File: src/rtl/countdown_sched_pkg.sv
// Shared types and default sizing for the countdown scheduler.
// The counter is owned by one requester at a time and walks it through LOAD -> COUNT -> DONE.
package countdown_sched_pkg;

    localparam int NREQ_DEF = 4;
    localparam int CW_DEF   = 4;

    typedef enum logic [1:0] {
        IDLE  = 2'd0,
        LOAD  = 2'd1,
        COUNT = 2'd2,
        DONE  = 2'd3
    } state_t;

endpackage

File: src/rtl/down_counter.sv
// Loadable down-counter that saturates at zero instead of wrapping.
module down_counter #(
    parameter int CW = 4
) (
    input  logic          clk,
    input  logic          rst,
    input  logic          load,
    input  logic [CW-1:0] din,
    input  logic          en,
    output logic [CW-1:0] q,
    output logic          zero
);

    always_ff @(posedge clk) begin
        if (rst) begin
            q <= '0;
        end else if (load) begin
            q <= din;
        end else if (en && (q != '0)) begin
            q <= q - CW'(1);
        end
    end

    assign zero = (q == '0);

endmodule

File: src/rtl/countdown_sched.sv
// Round-robin arbiter plus FSM that lends a single saturating down-counter to NREQ requesters.
module countdown_sched
    import countdown_sched_pkg::*;
#(
    parameter int NREQ = NREQ_DEF,
    parameter int CW   = CW_DEF
) (
    input  logic             clk,
    input  logic             rst,
    input  logic [NREQ-1:0]  req,
    input  logic [NREQ*CW-1:0] len,
    output logic [NREQ-1:0]  grant,
    output logic [CW-1:0]    q,
    output logic             busy,
    output logic [NREQ-1:0]  done
);

    localparam int IW = (NREQ > 1) ? $clog2(NREQ) : 1;

    state_t          state, state_n;
    logic [NREQ-1:0] grant_n;
    logic [IW-1:0]   own_idx, own_n;
    logic [IW-1:0]   last_idx, last_n;
    logic [IW-1:0]   win_idx;
    logic            win_found;
    logic            owner_req;
    logic [CW-1:0]   owner_len;
    logic            cnt_load, cnt_en, cnt_zero;

    assign owner_req = req[own_idx];
    assign owner_len = len[own_idx*CW +: CW];

    // Search starts just above the last owner so every requester eventually gets a turn.
    always_comb begin
        win_idx   = '0;
        win_found = 1'b0;
        for (int k = 0; k < NREQ; k++) begin
            if (!win_found && req[(int'(last_idx) + 1 + k) % NREQ]) begin
                win_found = 1'b1;
                win_idx   = IW'((int'(last_idx) + 1 + k) % NREQ);
            end
        end
    end

    always_ff @(posedge clk) begin
        if (rst) begin
            state    <= IDLE;
            grant    <= '0;
            own_idx  <= '0;
            last_idx <= IW'(NREQ - 1);
        end else begin
            state    <= state_n;
            grant    <= grant_n;
            own_idx  <= own_n;
            last_idx <= last_n;
        end
    end

    // Dropping the owner's request in LOAD or COUNT releases the counter without a done pulse.
    always_comb begin
        state_n  = state;
        grant_n  = grant;
        own_n    = own_idx;
        last_n   = last_idx;
        cnt_load = 1'b0;
        cnt_en   = 1'b0;
        case (state)
            IDLE: begin
                grant_n = '0;
                if (win_found) begin
                    grant_n = NREQ'(1) << win_idx;
                    own_n   = win_idx;
                    state_n = LOAD;
                end
            end
            LOAD: begin
                if (!owner_req) begin
                    state_n = IDLE;
                    grant_n = '0;
                    last_n  = own_idx;
                end else begin
                    cnt_load = 1'b1;
                    state_n  = COUNT;
                end
            end
            COUNT: begin
                if (!owner_req) begin
                    state_n = IDLE;
                    grant_n = '0;
                    last_n  = own_idx;
                end else if (cnt_zero) begin
                    state_n = DONE;
                end else begin
                    cnt_en = 1'b1;
                end
            end
            DONE: begin
                state_n = IDLE;
                grant_n = '0;
                last_n  = own_idx;
            end
            default: begin
                state_n = IDLE;
                grant_n = '0;
            end
        endcase
    end

    assign busy = (state != IDLE);
    assign done = (state == DONE) ? grant : '0;

    down_counter #(.CW(CW)) u_counter (
        .clk  (clk),
        .rst  (rst),
        .load (cnt_load),
        .din  (owner_len),
        .en   (cnt_en),
        .q    (q),
        .zero (cnt_zero)
    );

endmodule

File: config.mk
export PLATFORM = sky130hd
export DESIGN_NAME = countdown_sched
export DESIGN_NICKNAME = d
export VERILOG_FILES = /design/src/rtl/countdown_sched_pkg.sv /design/src/rtl/down_counter.sv /design/src/rtl/countdown_sched.sv
export SDC_FILE = /design/constraint.sdc
export NUM_CORES = 1
export LEC_CHECK = 0
export BUFFER_PORTS_ARGS = -buffer_cell sky130_fd_sc_hd__buf_2
export CAP_MARGIN = 20
export CORE_MARGIN = 5
export CORE_UTILIZATION = 45
export DETAILED_ROUTE_END_ITERATION = 12
export HOLD_SLACK_MARGIN = 0.06
export PLACE_DENSITY = 0.85
export REMOVE_ABC_BUFFERS = 1
export SLEW_MARGIN = 20
export SYNTH_ARGS = -nofsm -noshare
export SYNTH_HDL_FRONTEND = slang
export SYNTH_SLANG_ARGS = --single-unit
File: constraint.sdc
create_clock -name clk -period 2.13 [get_ports clk]
set_input_delay 0.426 -clock clk [delete_from_list [all_inputs] [get_ports clk]]
set_output_delay 0.426 -clock clk [all_outputs]
set_load 0.01 [all_outputs]
==> results of run 1 <==
area by class of cell:
class / instances / area [sq um] / area share [%]
multi-input combinational: 88 / 698 / 54.9
sequential: 14 / 280 / 22.0
timing repair buffer: 37 / 193 / 15.1
clock buffer: 4 / 36.3 / 2.85
tap: 28 / 35.0 / 2.75
inverter: 8 / 30.0 / 2.36
stage by stage:
| stage | utilization (%) | setup WS [ns] | hold slack (ns) |
|---|---|---|---|
| after global placement | 55.9 | 0.329 | 0.475 |
| after detailed placement | 55.9 | 0.286 | 0.490 |
| after global routing | 57.5 | 0.176 | 0.522 |
| final | 57.5 | 0.292 | 0.509 |
| after CTS | 57.5 | 0.312 | 0.501 |
| after floorplan | - | 0.230 | 0.492 |
sequential cells by signal (all words and copies together), names as in the netlist:
signal,cells
state,2
grant,4
last_idx,2
u_counter.q,4
own_idx,2
path summary, 6_finish.rpt:
kind | startpoint | to | slack, ns | cells past startpoint
worst max register to register | u_counter.q[0]$_SDFFE_PP0P_ | state[0]$_SDFFE_PP0P_ | 0.29 | 6
worst min-delay path | grant[3]$_SDFFE_PP0P_ | grant[3]$_SDFFE_PP0P_ | 0.51 | 2
worst min register to register | grant[3]$_SDFFE_PP0P_ | grant[3]$_SDFFE_PP0P_ | 0.51 | 2
worst max-delay path | u_counter.q[0]$_SDFFE_PP0P_ | state[0]$_SDFFE_PP0P_ | 0.29 | 6
cell usage in the layout (no fill, tap or decap), drive strengths merged, types with 2 or more instances in the layout:
master and instances:
a211o 2, nand3b 7, o31ai 4, nor2b 3, a21o 3, o21ai 4
a31oi 3, mux4 5, buf 37, or3b 2, and2 6, o41ai 2
nor2 4, nand3 4, ha 7, nand2 2, clkbuf 4, dfxtp 14
inv 8, nand2b 4, a311oi 2, a21oi 12
metal layers:
metal / global-route usage, % / part of all wire, % / up-vias
met2: 29.8 / 50 / 33
met5: 0 / 0 / -
met3: 1.78 / 5.3 / 0
met4: 5.63 / 0 / 0
met1: 20.7 / 44 / 464
li1: - / - / 508
power by group through the flow:
stage / Sequential [W] / Clock (W) / Combinational (W)
final: 0.000323 / 0.000193 / 0.000301
after global routing: 0.000329 / 0.000212 / 0.000336
after CTS: 0.000323 / 0.000197 / 0.000298
after detailed placement: 0.000329 / 0 / 0.000297
after global placement: 0.000326 / 0 / 0.000288
after floorplan: 0.000334 / 0 / 0.000196
cell families after synthesis:
family                   share of synthesized area [%]
XOR/XNOR                                         0.839
AO/OA/AOI/OAI                                     24.2
buffers and inverters                             6.23
adder cells (fa/ha/maj)                           8.39
flip-flops                                        26.9
multiplexers                                      11.8
AND/OR/NAND/NOR                                   21.7
worst max-delay path: cells and delay by family (launching register included):
kind | cells | cell delay, ns
DFF | 1 | 0.36
buffers and inverters | 1 | 0.09
adders and majority gates | 1 | 0.14
AOI/OAI and AO/OA | 2 | 0.51
and+or+nand+nor | 2 | 0.65
==> out/metrics.yaml, run 1 <==
routing:
  drt_iter0_markers: 39
  routed-via-count: 1005
  drtAntennaViolNets: 0
  avgRoutedWirePerCell_um: 14.0
  vias_per_cell: 5.61
  dr.pass1.iters: 4
  drc: 0
  wirelength_um: 2510
timing:
  finalHoldViolCount: 0
  timing.fmax_mhz: 544
  worst_pin_slew_ns: 0.407
  finClkSkew_ns: 0.00227
  fin_crit_ns: 1.84
  rsz0062_at_grt: "no"
  relSlewSlack_pct: 72.7
  setup_viol: 0
  finalCritPeriodShare_pct: 86.3
  tns_ns: 0
  slew_viol_final: 0
clocking:
  cts_max_level: 1
  cts_sinks: 14
  clkTransAtPathRegs_ns: 0.09
  numCtsBuffers: 3
  insertion_delay_ns: 0.28
  post_cts_buffers: 0
  cts-root-buf: "clkbuf_4"
  ctsResizeCount: 0
  cts_tree: "yes"
  ctsHoldBuffers: 0
  cts_buffer_depth: 2
yosys:
  synth_cell_type_count: 38
  synthMostInstantiatedCell: "dfxtp_1"
  syn_area_per_cell_sq_um: 9.07
  synthTopCellsByArea: "dfxtp_1 (27%), mux4_2 (11%), ha_1 (8.4%)"
  ys_top_cells_by_count: "dfxtp_1 (14), a21oi_1 (12), ha_1 (7), inv_1 (7), nand3b_1 (7)"
  yosys.area.top_type: "dfxtp_1"
  ys_ff_latch: 14
  synth_warnings: 0
  synthesis.area_sq_um: 1040
  yosys.area.top_type_share_pct: 26.9
  yosysSeqAreaShare_pct: 26.9
  yosys_most_used_dff: "dfxtp_1"
  synth_edf_count: 0
  async_flop_share_pct: 0
  netlist_instances: 115
setup_path:
  arrival_ns: 2.02
  cpMaxStageDelayCell: "or3b_1"
  crit_path_end_kind: "register"
  start_kind: "register"
  criticalPathCategory: "register to register"
  cp_cell_sequence: "inv_1 > ha_1 > or3b_1 > and2_1 > a22o_1 > a221oi_1"
  critPathMaxFanout: 6
  max_stage_delay_ns: 0.42
  cp_data_required_time_ns: 2.31
power:
  power_w: 0.000817
  p_int_w: 0.000539
  p_clk_share_pct: 23.7
  p_seq_share_pct: 39.5
  p_switching_w: 0.000278
  pwr-share-comb_pct: 36.8
  p_sw_share_pct: 34.0
  power_leakage_nw: 0.575
  power.density_nw_per_um2: 642
  ir_drop_uv: 423
die:
  fp.dieW_um: 58.2
  initial_utilization_pct: 47.2
  dieArea_sq_um: 3380
  rows: 17
  core_sq_um: 2210
  die_y_um: 58.2
  io_pins: 35
finish:
  final_layout_size_suffix_gt1_share_pct: 31.8
  fin_area_sq_um: 1270
  fin_nets: 181
  n_antenna_cell: 0
  final_cells: 179
  fillCellCount: 198
  synthToLayoutAreaGrowth_pct: 21.9
global_routing:
  grt_pass1_vias: 1000
  grt_pass1_wl_um: 4530
  track_usage_pct: 16.7
  antenna_found_initial: 0
  grt_max_degree: 19
  grt-ovfl-total: 0
worst_hold_path:
  hold_class: "register to register"
job:
  maxCapViolations: 0
placed_design:
  hpwl_um: 2050
  routabilityCongestion: 0.793
  portBuffers: 34
  dpl_cell_area_sq_um: 1240
  placed_cells: 175
run_status:
  status: "complete, no violations"
(Power assumes the default switching activity.)
==> run 2: changes to the inputs <==
==> constraint.sdc (replaced) <==
create_clock -name clk -period 2.13 [get_ports clk]
set_input_delay 0 -clock clk [delete_from_list [all_inputs] [get_ports clk]]
set_output_delay 0 -clock clk [all_outputs]
set_load 0.01 [all_outputs]
==> run 2 against run 1 <==
Count of clock-buffer cells in the layout stayed put. Combinational power hardly changed. Sequential share of layout area is 0.13 points higher. Critical path type unchanged. Wire length is 0.84% lower. Worst hold slack worse by 0.42 ns. Fmax is 1.7% higher. Total power is 0.17% higher. Via count is 0.80% higher. Non-clock buffer count is 1 lower. Setup slack better by 0.031 ns. Critical path depth stayed put. Die area stayed put.
==> out/metrics.yaml, run 2 (synthesis results as in run 1) <==
run_status:
  status: "complete, no violations"  # unchanged
timing:
  fin_crit_ns: 1.81  # was 1.84 ns
  slew_viol_final: 0  # unchanged
  finalHoldViolCount: 0  # unchanged
  finalCritPeriodShare_pct: 84.9  # was 86.3%
  setup_viol: 0  # unchanged
  finClkSkew_ns: 0.00163  # was 0.00227 ns
  relSlewSlack_pct: 52.0  # was 72.7%
  worst_pin_slew_ns: 0.713  # was 0.407 ns
  rsz0062_at_grt: "no"  # unchanged
  tns_ns: 0  # unchanged
  timing.fmax_mhz: 553  # was 544 MHz
routing:
  vias_per_cell: 5.69  # was 5.61
  wirelength_um: 2490  # was 2510 um
  drt_iter0_markers: 17  # was 39
  drc: 0  # unchanged
  dr.pass1.iters: 5  # was 4
  avgRoutedWirePerCell_um: 14.0  # about the same
  routed-via-count: 1013  # was 1005
  drtAntennaViolNets: 0  # unchanged
setup_path:
  crit_path_end_kind: "register"  # unchanged
  cp_cell_sequence: "inv_1 > ha_1 > or3b_1 > and2_1 > a22o_1 > a221oi_1"  # unchanged
  cp_data_required_time_ns: 2.33  # was 2.31 ns
  start_kind: "register"  # unchanged
  cpMaxStageDelayCell: "or3b_1"  # unchanged
  arrival_ns: 2.01  # was 2.02 ns
  max_stage_delay_ns: 0.40  # was 0.42 ns
  critPathMaxFanout: 6  # unchanged
  criticalPathCategory: "register to register"  # unchanged
die:
  fp.dieW_um: 58.2  # unchanged
  core_sq_um: 2210  # unchanged
  die_y_um: 58.2  # unchanged
  io_pins: 35  # unchanged
  dieArea_sq_um: 3380  # unchanged
  rows: 17  # unchanged
  initial_utilization_pct: 47.2  # unchanged
finish:
  fin_area_sq_um: 1260  # was 1270 sq um
  n_antenna_cell: 0  # unchanged
  final_cell_mix: "buf_2 (34), dfxtp_1 (14), a21oi_1 (12)"  # unchanged
  reg.largest.list: "grant x4, u_counter.q x4"  # unchanged
  final_common_cell: "buf_2"  # unchanged
  synthToLayoutAreaGrowth_pct: 21.2  # was 21.9%
  fin_nets: 180  # was 181
  final_layout_size_suffix_gt1_share_pct: 31.3  # was 31.8%
clocking:
  numCtsBuffers: 3  # unchanged
  clkTransAtPathRegs_ns: 0.09  # about the same
  post_cts_buffers: 0  # unchanged
  ctsHoldBuffers: 0  # unchanged
  cts_buffer_depth: 2  # unchanged
  cts_max_level: 1  # unchanged
  cts_sinks: 14  # unchanged
  ctsResizeCount: 0  # unchanged
  cts-root-buf: "clkbuf_4"  # unchanged
  cts_tree: "yes"  # unchanged
  insertion_delay_ns: 0.29  # was 0.28 ns
global_routing:
  track_usage_pct: 16.2  # was 16.7%
  grt_max_degree: 19  # unchanged
  grt-ovfl-total: 0  # unchanged
  antenna_found_initial: 0  # unchanged
  grt_pass1_wl_um: 4330  # was 4530 um
  grt_pass1_vias: 995  # was 1000
placed_design:
  hpwl_um: 1980  # was 2050 um
  portBuffers: 34  # unchanged
  routabilityCongestion: 0.872  # was 0.793
  dpl_cell_area_sq_um: 1230  # was 1240 sq um
worst_hold_path:
  hold_class: "input pin to register"  # was register to register
job:
  maxCapViolations: 0  # unchanged
power:
  power.density_nw_per_um2: 647  # was 642 nW/um^2
  power_leakage_nw: 0.569  # was 0.575 nW
  ir_drop_uv: 411  # was 423 uV
[run 2: cell count changes in the layout (fill, tap and decap cells not counted), sizes merged]
cell  change
buf       -1
[run 2: path summary, 6_finish.rpt]
path,start,end,slack (ns),depth (start not counted)
setup reg to reg,u_counter.q[0]$_SDFFE_PP0P_,state[0]$_SDFFE_PP0P_,0.32,6
hold reg to reg,grant[2]$_SDFFE_PP0P_,grant[2]$_SDFFE_PP0P_,0.50,2
hold / removal,rst,u_counter.q[3]$_SDFFE_PP0P_,0.09,2
setup / recovery,u_counter.q[0]$_SDFFE_PP0P_,state[0]$_SDFFE_PP0P_,0.32,6
[run 2: final cells by class]
class,count,area [sq um]
sequential,14,280
tap,28,35.0
fill,193,947
inverter,8,30.0
timing repair buffer,36,185
multi-input combinational,88,698
clock buffer,4,36.3
[run 2: metrics by stage]
stage	power, W	worst slack (ns)	util, %	hold WS (ns)	std cells
2_1_floorplan	0.000529	0.230	-	0.0691	110
3_3_place_gp	0.000611	0.428	55.5	0.365	174
3_5_place_dp	0.000623	0.345	55.5	0.386	174
4_1_cts	0.000820	0.321	57.2	0.0856	178
5_1_grt	0.000877	0.186	57.2	0.101	178
6_report	0.000819	0.323	57.2	0.0914	178
[run 2: per-layer routing]
metal | up-vias | global-route usage, % | share of wire, %
met5 | - | 0 | 0
met4 | 0 | 6.62 | 0.80
li1 | 505 | - | -
met3 | 4 | 3.79 | 6.1
met1 | 469 | 18.7 | 41
met2 | 35 | 28.7 | 52
[run 2: critical path, delay by kind of cell (launching register included)]
family,cells,cell delay [ns]
simple gates,2,0.62
compound gates,2,0.51
flops,1,0.36
fa+ha+maj,1,0.14
buf+inv,1,0.09
[run 2: report_power, final]
| group | internal, W | switching [W] |
|---|---|---|
| clock | 0.000104 | 0.0000955 |
| sequential | 0.000291 | 0.0000311 |
| combinational | 0.000144 | 0.000154 |
| total | 0.000538 | 0.000281 |
